### config.mk
export PLATFORM = sky130hd
export DESIGN_NAME = fib_seq_engine
export DESIGN_NICKNAME = d
export VERILOG_FILES = /design/src/rtl/fib_seq_engine.sv
export SDC_FILE = /design/constraint.sdc
export NUM_CORES = 1
export LEC_CHECK = 0
export ABC_CLOCK_PERIOD_IN_PS = 3100
export BUFFER_PORTS_ARGS = -buffer_cell sky130_fd_sc_hd__buf_2
export CAP_MARGIN = 10
export CORE_AREA = 5 5 122 124
export DETAILED_ROUTE_END_ITERATION = 7
export DIE_AREA = 0 0 127 129
export PLACE_DENSITY_LB_ADDON = 0.25
export SKIP_LAST_GASP = 1
export SLEW_MARGIN = 20
export SYNTH_ARGS = -nofsm -noshare
export SYNTH_HDL_FRONTEND = slang
export SYNTH_SLANG_ARGS = --single-unit
### constraint.sdc
create_clock -name clk -period 3.1 [get_ports clk]
set_input_delay 0 -clock clk [delete_from_list [all_inputs] [get_ports clk]]
set_output_delay 0 -clock clk [all_outputs]
set_load 0.005 [all_outputs]
### src/rtl/fib_seq_engine.sv
// Two-term additive recurrence engine (Fibonacci / Lucas / custom seeds) with wrap or saturate.
// Latency: done one edge after start for n<=1, n-1 edges after start for n>=2.
// Backpressure: done holds until start is seen low; start is ignored while busy.
module fib_seq_engine #(
    parameter int WIDTH    = 32,
    parameter int N_WIDTH  = 16,
    parameter int SATURATE = 0
) (
    input  logic               clk,
    input  logic               reset,
    input  logic               start,
    input  logic [N_WIDTH-1:0] din,
    input  logic [1:0]         mode,
    input  logic [WIDTH-1:0]   seed_a,
    input  logic [WIDTH-1:0]   seed_b,
    output logic [WIDTH-1:0]   dout,
    output logic               done,
    output logic               busy,
    output logic               overflow
);

    typedef enum logic [1:0] {
        IDLE    = 2'd0,
        COMPUTE = 2'd1,
        DONE    = 2'd2
    } state_t;

    state_t             state, state_nxt;
    logic [WIDTH-1:0]   a, b;
    logic [N_WIDTH-1:0] count;
    logic               ovf;
    logic [WIDTH-1:0]   s0, s1;
    logic [WIDTH:0]     sum;
    logic               carry;
    logic               ovf_any;

    assign sum     = {1'b0, a} + {1'b0, b};
    assign carry   = sum[WIDTH];
    assign ovf_any = ovf | carry;
    assign busy    = (state == COMPUTE);

    // Reserved mode 11 falls back to Fibonacci seeds.
    always_comb begin
        s0 = '0;
        s1 = WIDTH'(1);
        case (mode)
            2'b01: begin
                s0 = WIDTH'(2);
                s1 = WIDTH'(1);
            end
            2'b10: begin
                s0 = seed_a;
                s1 = seed_b;
            end
            default: begin
                s0 = '0;
                s1 = WIDTH'(1);
            end
        endcase
    end

    always_comb begin
        state_nxt = state;
        case (state)
            IDLE: begin
                if (start) begin
                    if (din < N_WIDTH'(2)) state_nxt = DONE;
                    else                   state_nxt = COMPUTE;
                end
            end
            COMPUTE: begin
                if (count == N_WIDTH'(1)) state_nxt = DONE;
            end
            DONE: begin
                if (!start) state_nxt = IDLE;
            end
            default: state_nxt = IDLE;
        endcase
    end

    always_ff @(posedge clk) begin
        if (reset) begin
            state    <= IDLE;
            a        <= '0;
            b        <= '0;
            count    <= '0;
            ovf      <= 1'b0;
            dout     <= '0;
            done     <= 1'b0;
            overflow <= 1'b0;
        end else begin
            state <= state_nxt;
            case (state)
                IDLE: begin
                    done <= 1'b0;
                    if (start) begin
                        a     <= s0;
                        b     <= s1;
                        count <= din - N_WIDTH'(1);
                        ovf   <= 1'b0;
                        // Trivial indices bypass COMPUTE and never flag overflow.
                        if (din == '0) begin
                            dout     <= s0;
                            overflow <= 1'b0;
                            done     <= 1'b1;
                        end else if (din == N_WIDTH'(1)) begin
                            dout     <= s1;
                            overflow <= 1'b0;
                            done     <= 1'b1;
                        end
                    end
                end
                COMPUTE: begin
                    a     <= b;
                    b     <= sum[WIDTH-1:0];
                    count <= count - N_WIDTH'(1);
                    ovf   <= ovf_any;
                    if (count == N_WIDTH'(1)) begin
                        done     <= 1'b1;
                        overflow <= ovf_any;
                        dout     <= ((SATURATE != 0) && ovf_any) ? '1 : sum[WIDTH-1:0];
                    end
                end
                DONE: begin
                    if (!start) done <= 1'b0;
                end
                default: done <= 1'b0;
            endcase
        end
    end

endmodule
==> results of run 1 <==
-- layout by cell type, fill, tap and decap left out, drive strengths merged, types with 8 or more instances in the layout --
cell type    count
buf            138
nor3            46
a211oi          40
a21oi           96
clkbuf          26
nor4             9
dlygate4sd3     58
mux2i           15
xor2            16
nand4            8
a21o            14
inv             17
a31oi           15
dfxtp          117
nand2          118
a311oi          25
ha              39
o211ai          23
a221oi           8
nand3           48
xnor2           21
o21ai           60
nor2           147
-- registers in the layout (all words and copies together), names as in the netlist --
name,flops
a,32
ovf,1
b,32
count,16
overflow,1
state,2
done,1
dout,32
-- cell type report --
| class | instances | area (µm²) | area share |
|---|---|---|---|
| clock buffers | 26 | 509 | 0.0534 |
| clock inverters | 4 | 45.0 | 0.00472 |
| inverters | 17 | 63.8 | 0.00669 |
| multi-input cells | 829 | 5020 | 0.526 |
| flip-flops and latches | 117 | 2340 | 0.246 |
| well taps | 180 | 225 | 0.0236 |
| repair buffers | 196 | 1330 | 0.140 |
-- kinds of logic after synthesis --
family,synth area share
flip-flops,0.304
AND/OR/NAND/NOR,0.235
XOR/XNOR,0.0421
buffers and inverters,0.0484
AO/OA/AOI/OAI,0.277
adder cells (fa/ha/maj),0.0660
multiplexers,0.0268
-- worst max-delay path by stage --
stage                     cells past startpoint                     to  slack, ns
after global routing                         12     b[16]$_SDFFE_PP0P_      -0.02
after floorplan                              10  dout[28]$_SDFFE_PP0P_       0.50
after CTS                                    12     b[16]$_SDFFE_PP0P_       0.03
final                                        12     b[16]$_SDFFE_PP0P_       0.16
after detailed placement                     10  dout[24]$_SDFFE_PP0P_       0.15
after global placement                       10  dout[24]$_SDFFE_PP0P_       0.27
-- critical path: stages, from the launching register on --
cell           delay, ns
dfxtp_1             0.33
ha_1                0.23
fa_2                0.39
a211oi_2            0.22
o211ai_1            0.15
buf_4               0.18
a211oi_2            0.19
a211oi_2            0.10
xnor2_1             0.19
o211ai_1            0.10
o21ai_0             0.11
nor2_1              0.06
dlygate4sd3_1       0.57
-- repair_timing --
action,CTS,global route
resized for setup,0,4
setup endpoints to repair,0,8
endpoints found under the hold margin,61,0
hold buffers,58,0
-- per-layer routing --
layer  up-vias  track usage
li1       4077            -
met5         -            0
met1      3959        0.391
met3        66       0.0548
met2       387        0.466
met4         0        0.132
-- through the flow --
step	std cells	setup slack, ns
floorplan	1041	0.495
global placement	1281	0.268
detailed placement	1281	0.150
CTS	1369	0.0304
global route	1369	-0.0160
finish	1369	0.162
-- power by group through the flow --
stage	Sequential (mW)	Combinational, mW	Clock (mW)
final	1.74	1.34	1.89
after floorplan	1.74	0.925	0
after global routing	1.76	1.48	1.97
after CTS	1.74	1.30	1.90
after detailed placement	1.77	1.24	0
after global placement	1.77	1.22	0
==> impl_metrics.json, run 1 <==
{
  "synth_edf_count": 0,
  "cts_root_buf": "clkbuf_16",
  "areaGrowthSynthToFinish_pct": 24.0,
  "fillCellCount": 1135,
  "crit_arrival_ns": 3.25,
  "dp_hpwl_um": 15700,
  "post-cts-setup-buffers": 0,
  "async_flop_share": 0,
  "rows": 43,
  "path_class": "register to register",
  "drive_gt1_frac": 0.162,
  "portBuffers": 119,
  "clk_pin_slew_ns": 0.06,
  "drtIter0Drc": 821,
  "die_h_um": 129,
  "setup_viol": 0,
  "relSlewSlack": 0.319,
  "whs_ns": 0.0115,
  "p_int_mw": 3.34,
  "clock_path_buffers": 2,
  "placed_area_um2": 8380,
  "syn_area_per_cell_um2": 7.39,
  "synth_warnings": 0,
  "cts_tree": "yes",
  "reg2reg_from": "b[0]$_SDFFE_PP0P_",
  "synth.most_common_cell": "nor2_1",
  "dieArea_um2": 16400,
  "grt_pass1_wl_um": 39300,
  "finalCritPeriodShare": 0.948,
  "ys_ff_latch": 117,
  "timing.fmax_mhz": 340,
  "pwr-share-clk": 0.381,
  "grt_usage": 0.294,
  "netlist-cell-type-count": 68,
  "irDropWorstVdd_uv": 415,
  "dr.pass1.iters": 6,
  "pwr-share-seq": 0.350,
  "core_um2": 13700,
  "r2r_end": "b[16]$_SDFFE_PP0P_",
  "gr-total-overflow": 0,
  "crit_path_max_fanout": 3,
  "worst_pin_slew_ns": 1.02,
  "synth_fp_nets": 1166,
  "postRouteAntennaNets": 0,
  "cts_buffers": 17,
  "chipWidth_um": 127,
  "synthCells": 1041,
  "synth.cell_area_um2": 7700,
  "power_mw": 4.97,
  "finalHoldViolCount": 0,
  "synth_ff_type": "dfxtp_1",
  "fin_area_um2": 9540,
  "met1_length_um": 10500,
  "num_vias": 8489,
  "antenna_cells": 0,
  "fin_tns_setup_ns": 0,
  "min_path_cells": 5,
  "synth_area_leaders": "dfxtp_1 30%, nor2_1 7.2%, ha_1 6.3%",
  "num_io_pins": 120,
  "fin_nets": 1303,
  "cp.required_ns": 3.41,
  "startpoint": "b[0]$_SDFFE_PP0P_",
  "grt_pass1_vias": 8012,
  "via_per_inst": 6.20,
  "reg2regPathDepth": 12,
  "highest_layer": "met4",
  "p_sw_frac": 0.327,
  "start_kind": "register",
  "hold_start": "seed_a[23]",
  "initial_core_util": 0.563,
  "fin_util": 0.698,
  "status": "completed",
  "post-route-min-period_ns": 2.94,
  "htree_levels": 4,
  "power_density_nw_per_um2": 521,
  "p_leak_nw": 4.00,
  "routed_wl_um": 24100,
  "maxCapViolCount": 0,
  "min_to": "a[23]$_SDFFE_PP0P_",
  "route.detailed.drc": 0,
  "wl_per_cell_um": 17.6,
  "routabilityCongestion": 0.951,
  "cts_num_sinks": 117,
  "clk_latency_ns": 0.43,
  "finalClockSkew_ns": 0.00781,
  "met2_length_um": 11100,
  "hold_class": "input port to register",
  "yosysTopAreaCellShare": 0.304,
  "end_kind": "register",
  "dr_wl_met3_um": 1780,
  "grt_max_degree": 98,
  "antenna_found_initial": 0,
  "r2r_slack_ns": 0.16,
  "yosys.area.top_type": "dfxtp_1",
  "yosysSeqAreaShare": 0.304,
  "p_comb_frac": 0.269,
  "synth_common_cells": "147 x nor2_1, 118 x nand2_1, 117 x dfxtp_1, 95 x a21oi_1, 60 x clkbuf_1",
  "slew_violations": 0,
  "netSwitchingPower_mw": 1.63
}
Note: power is estimated with default switching activity, not from simulation.
==> run 2, diff against run 1 <==
ABC_AREA = 1   (was unset)
CORE_AREA = 5 5 133 135   (was 5 5 122 124)
DIE_AREA = 0 0 138 140   (was 0 0 127 129)
==> impl_metrics.json, run 2 <==
{
  "dr.pass1.iters": 6,
  "gr-total-overflow": 0,
  "clk_pin_slew_ns": 0.06,
  "slew_violations": 0,
  "multi_input_area_um2": 5310,
  "antenna_found_initial": 0,
  "register_area_um2": 2340,
  "fillCellCount": 1588,
  "fin_nets": 1760,
  "netlist-cell-type-count": 41,
  "routed_wl_um": 28000,
  "dieArea_um2": 19300,
  "crit_path_max_fanout": 77,
  "power_density_nw_per_um2": 538,
  "async_flop_share": 0,
  "mostFrequentLayoutCells": "455 x nand2_1, 216 x inv_1, 146 x a21oi_1",
  "yosys.area_share.simple": 0.325,
  "finalHoldViolCount": 0,
  "maxCapViolCount": 0,
  "start_kind": "register",
  "cts_tree": "yes",
  "synth.most_common_cell": "nand2_1",
  "cp.required_ns": 3.41,
  "synth_edf_count": 0,
  "yosysTopAreaCellShare": 0.266,
  "synthCells": 1505,
  "routabilityCongestion": 0.968,
  "die_h_um": 140,
  "rows": 47,
  "cts_root_buf": "clkbuf_16",
  "startpoint": "state[0]$_SDFFE_PP0P_",
  "irDropWorstVdd_uv": 423,
  "p_comb_frac": 0.273,
  "initial_core_util": 0.539,
  "netSwitchingPower_mw": 1.91,
  "finalCritPeriodShare": 0.849,
  "grt_usage": 0.281,
  "synth_common_cells": "455 x nand2_1, 217 x inv_1, 146 x a21oi_1, 141 x o21ai_0, 120 x nor2_1",
  "status": "completed",
  "cts_num_sinks": 117,
  "top_regs": "a (32), b (32), dout (32)",
  "synth_xor_area_frac": 0.00994,
  "crit_end": "count[5]$_SDFFE_PP0P_",
  "yosys.area.top_type": "dfxtp_1",
  "cts_hold_buf": 49,
  "r2r_slack_ns": 0.47,
  "drtIter0Drc": 1051,
  "clk_latency_ns": 0.43,
  "p_leak_nw": 5.55,
  "grt_max_degree": 78,
  "syn_area_per_cell_um2": 5.85,
  "route.detailed.drc": 0,
  "worst_pin_slew_ns": 0.963,
  "timing.fmax_mhz": 380,
  "via_per_inst": 5.40,
  "grt_pass1_wl_um": 45600,
  "p_sw_frac": 0.333,
  "synth_compound_area_frac": 0.208,
  "num_io_pins": 120,
  "hold_class": "input port to register",
  "synth_top_family_by_area": "simple AND/OR/NAND/NOR gates",
  "wl_per_cell_um": 15.0,
  "p_int_mw": 3.81,
  "setup_viol": 0,
  "reg2reg_from": "state[0]$_SDFFE_PP0P_",
  "final_common_cell": "nand2_1",
  "ys_ff_latch": 117,
  "drive_gt1_frac": 0.113,
  "post-cts-setup-buffers": 0,
  "setup_ws_ns": 0.468,
  "synth_area_leaders": "dfxtp_1 27%, nand2_1 19%, inv_1 9.2%",
  "cts_resized": 0,
  "place_ws_ns": 0.919,
  "fin_tns_setup_ns": 0,
  "end_kind": "register",
  "crit_arrival_ns": 2.94,
  "postRouteAntennaNets": 0,
  "chipWidth_um": 138,
  "synth.mux.area_fraction": 0,
  "path_class": "register to register",
  "core_um2": 16300,
  "synth_warnings": 0,
  "pwr-share-seq": 0.319,
  "clock_path_buffers": 2,
  "yosysSeqAreaShare": 0.266,
  "grt_pass1_vias": 9503,
  "htree_levels": 4,
  "relSlewSlack": 0.357,
  "synth_ff_type": "dfxtp_1",
  "pwr-share-clk": 0.408,
  "num_vias": 10100,
  "synth_fp_nets": 1630,
  "cts_buffers": 17,
  "areaGrowthSynthToFinish_pct": 20.8,
  "reg2regPathDepth": 7,
  "synthAdderAreaFrac": 0.0577,
  "post-route-min-period_ns": 2.63,
  "synth.cell_area_um2": 8810,
  "finalClockSkew_ns": 0.00809,
  "dp_hpwl_um": 19500,
  "r2r_end": "count[5]$_SDFFE_PP0P_",
  "antenna_cells": 0,
  "rsz0062_at_grt": "no",
  "portBuffers": 119
}
## run 2: changes by cell type after synthesis, moves of 19 or more
cell and change:
nor3_1 -34, a21oi_1 +51, nor2_1 -27, inv_1 +201
xnor2_1 -19, o21ai_0 +84, a311oi_1 -24, a211oi_1 -33
a31oi_1 +20, nand3_1 +37, nand2_1 +337
## run 2: power by group through the flow
| stage | sequential (mW) | combinational (mW) | clock (mW) |
|---|---|---|---|
| 2_1_floorplan | 1.82 | 1.06 | 0 |
| 3_3_place_gp | 1.85 | 1.45 | 0 |
| 3_5_place_dp | 1.85 | 1.47 | 0 |
| 4_1_cts | 1.82 | 1.54 | 2.34 |
| 5_1_grt | 1.85 | 1.75 | 2.41 |
| 6_report | 1.83 | 1.56 | 2.33 |
## run 2: cell families after synthesis
family / Yosys count
AND/OR/NAND/NOR: 699
AO/OA/AOI/OAI: 346
buffers and inverters: 293
flip-flops: 117
adder cells (fa/ha/maj): 40
XOR/XNOR: 10
## run 2: cell type report
type                            count  share of cell area
Clock buffer                       20              0.0439
Clock inverter                     12              0.0209
Inverter                          223              0.0788
Multi-Input combinational cell   1095               0.499
Sequential cell                   117               0.220
Tap cell                          220              0.0259
Timing Repair Buffer              181               0.111
## run 2: per-stage QoR
stage                     std cells  utilization  power [mW]  hold slack, ns  cell area (µm²)
after floorplan                1505            -        2.88           0.106             8810
after global placement         1787        0.579        3.30           0.240             9460
after detailed placement       1787        0.579        3.32           0.243             9460
after CTS                      1868        0.651        5.71        0.000361            10600
after global routing           1868        0.651        6.01          0.0340            10600
final                          1868        0.651        5.72         0.00489            10600
## run 2: per-layer routing
layer | track usage | up-vias | wire length (µm)
met3 | 0.0532 | 61 | 2100
li1 | - | 5073 | -
met1 | 0.369 | 4534 | 12400
met5 | 0 | - | 0
met2 | 0.467 | 419 | 12800
met4 | 0.0920 | 0 | 672
## run 2: critical path, stage by stage, from the launching register on
cell	delay (ns)
dfxtp_1	0.33
inv_1	0.08
nor2_4	0.37
buf_4	0.77
nand2_1	0.11
o211ai_1	0.19
a31oi_1	0.06
dlygate4sd3_1	0.58
## run 2: how the worst min path moves through the flow
stage,from,endpoint,slack (ns),cells past startpoint
2_1_floorplan,din[0],count[0]$_SDFFE_PP0P_,0.11,1
3_3_place_gp,din[0],count[0]$_SDFFE_PP0P_,0.24,2
3_5_place_dp,din[0],count[0]$_SDFFE_PP0P_,0.24,2
4_1_cts,seed_a[23],a[23]$_SDFFE_PP0P_,0.0004,5
5_1_grt,seed_a[29],a[29]$_SDFFE_PP0P_,0.03,5
6_report,seed_a[9],a[9]$_SDFFE_PP0P_,0.005,5
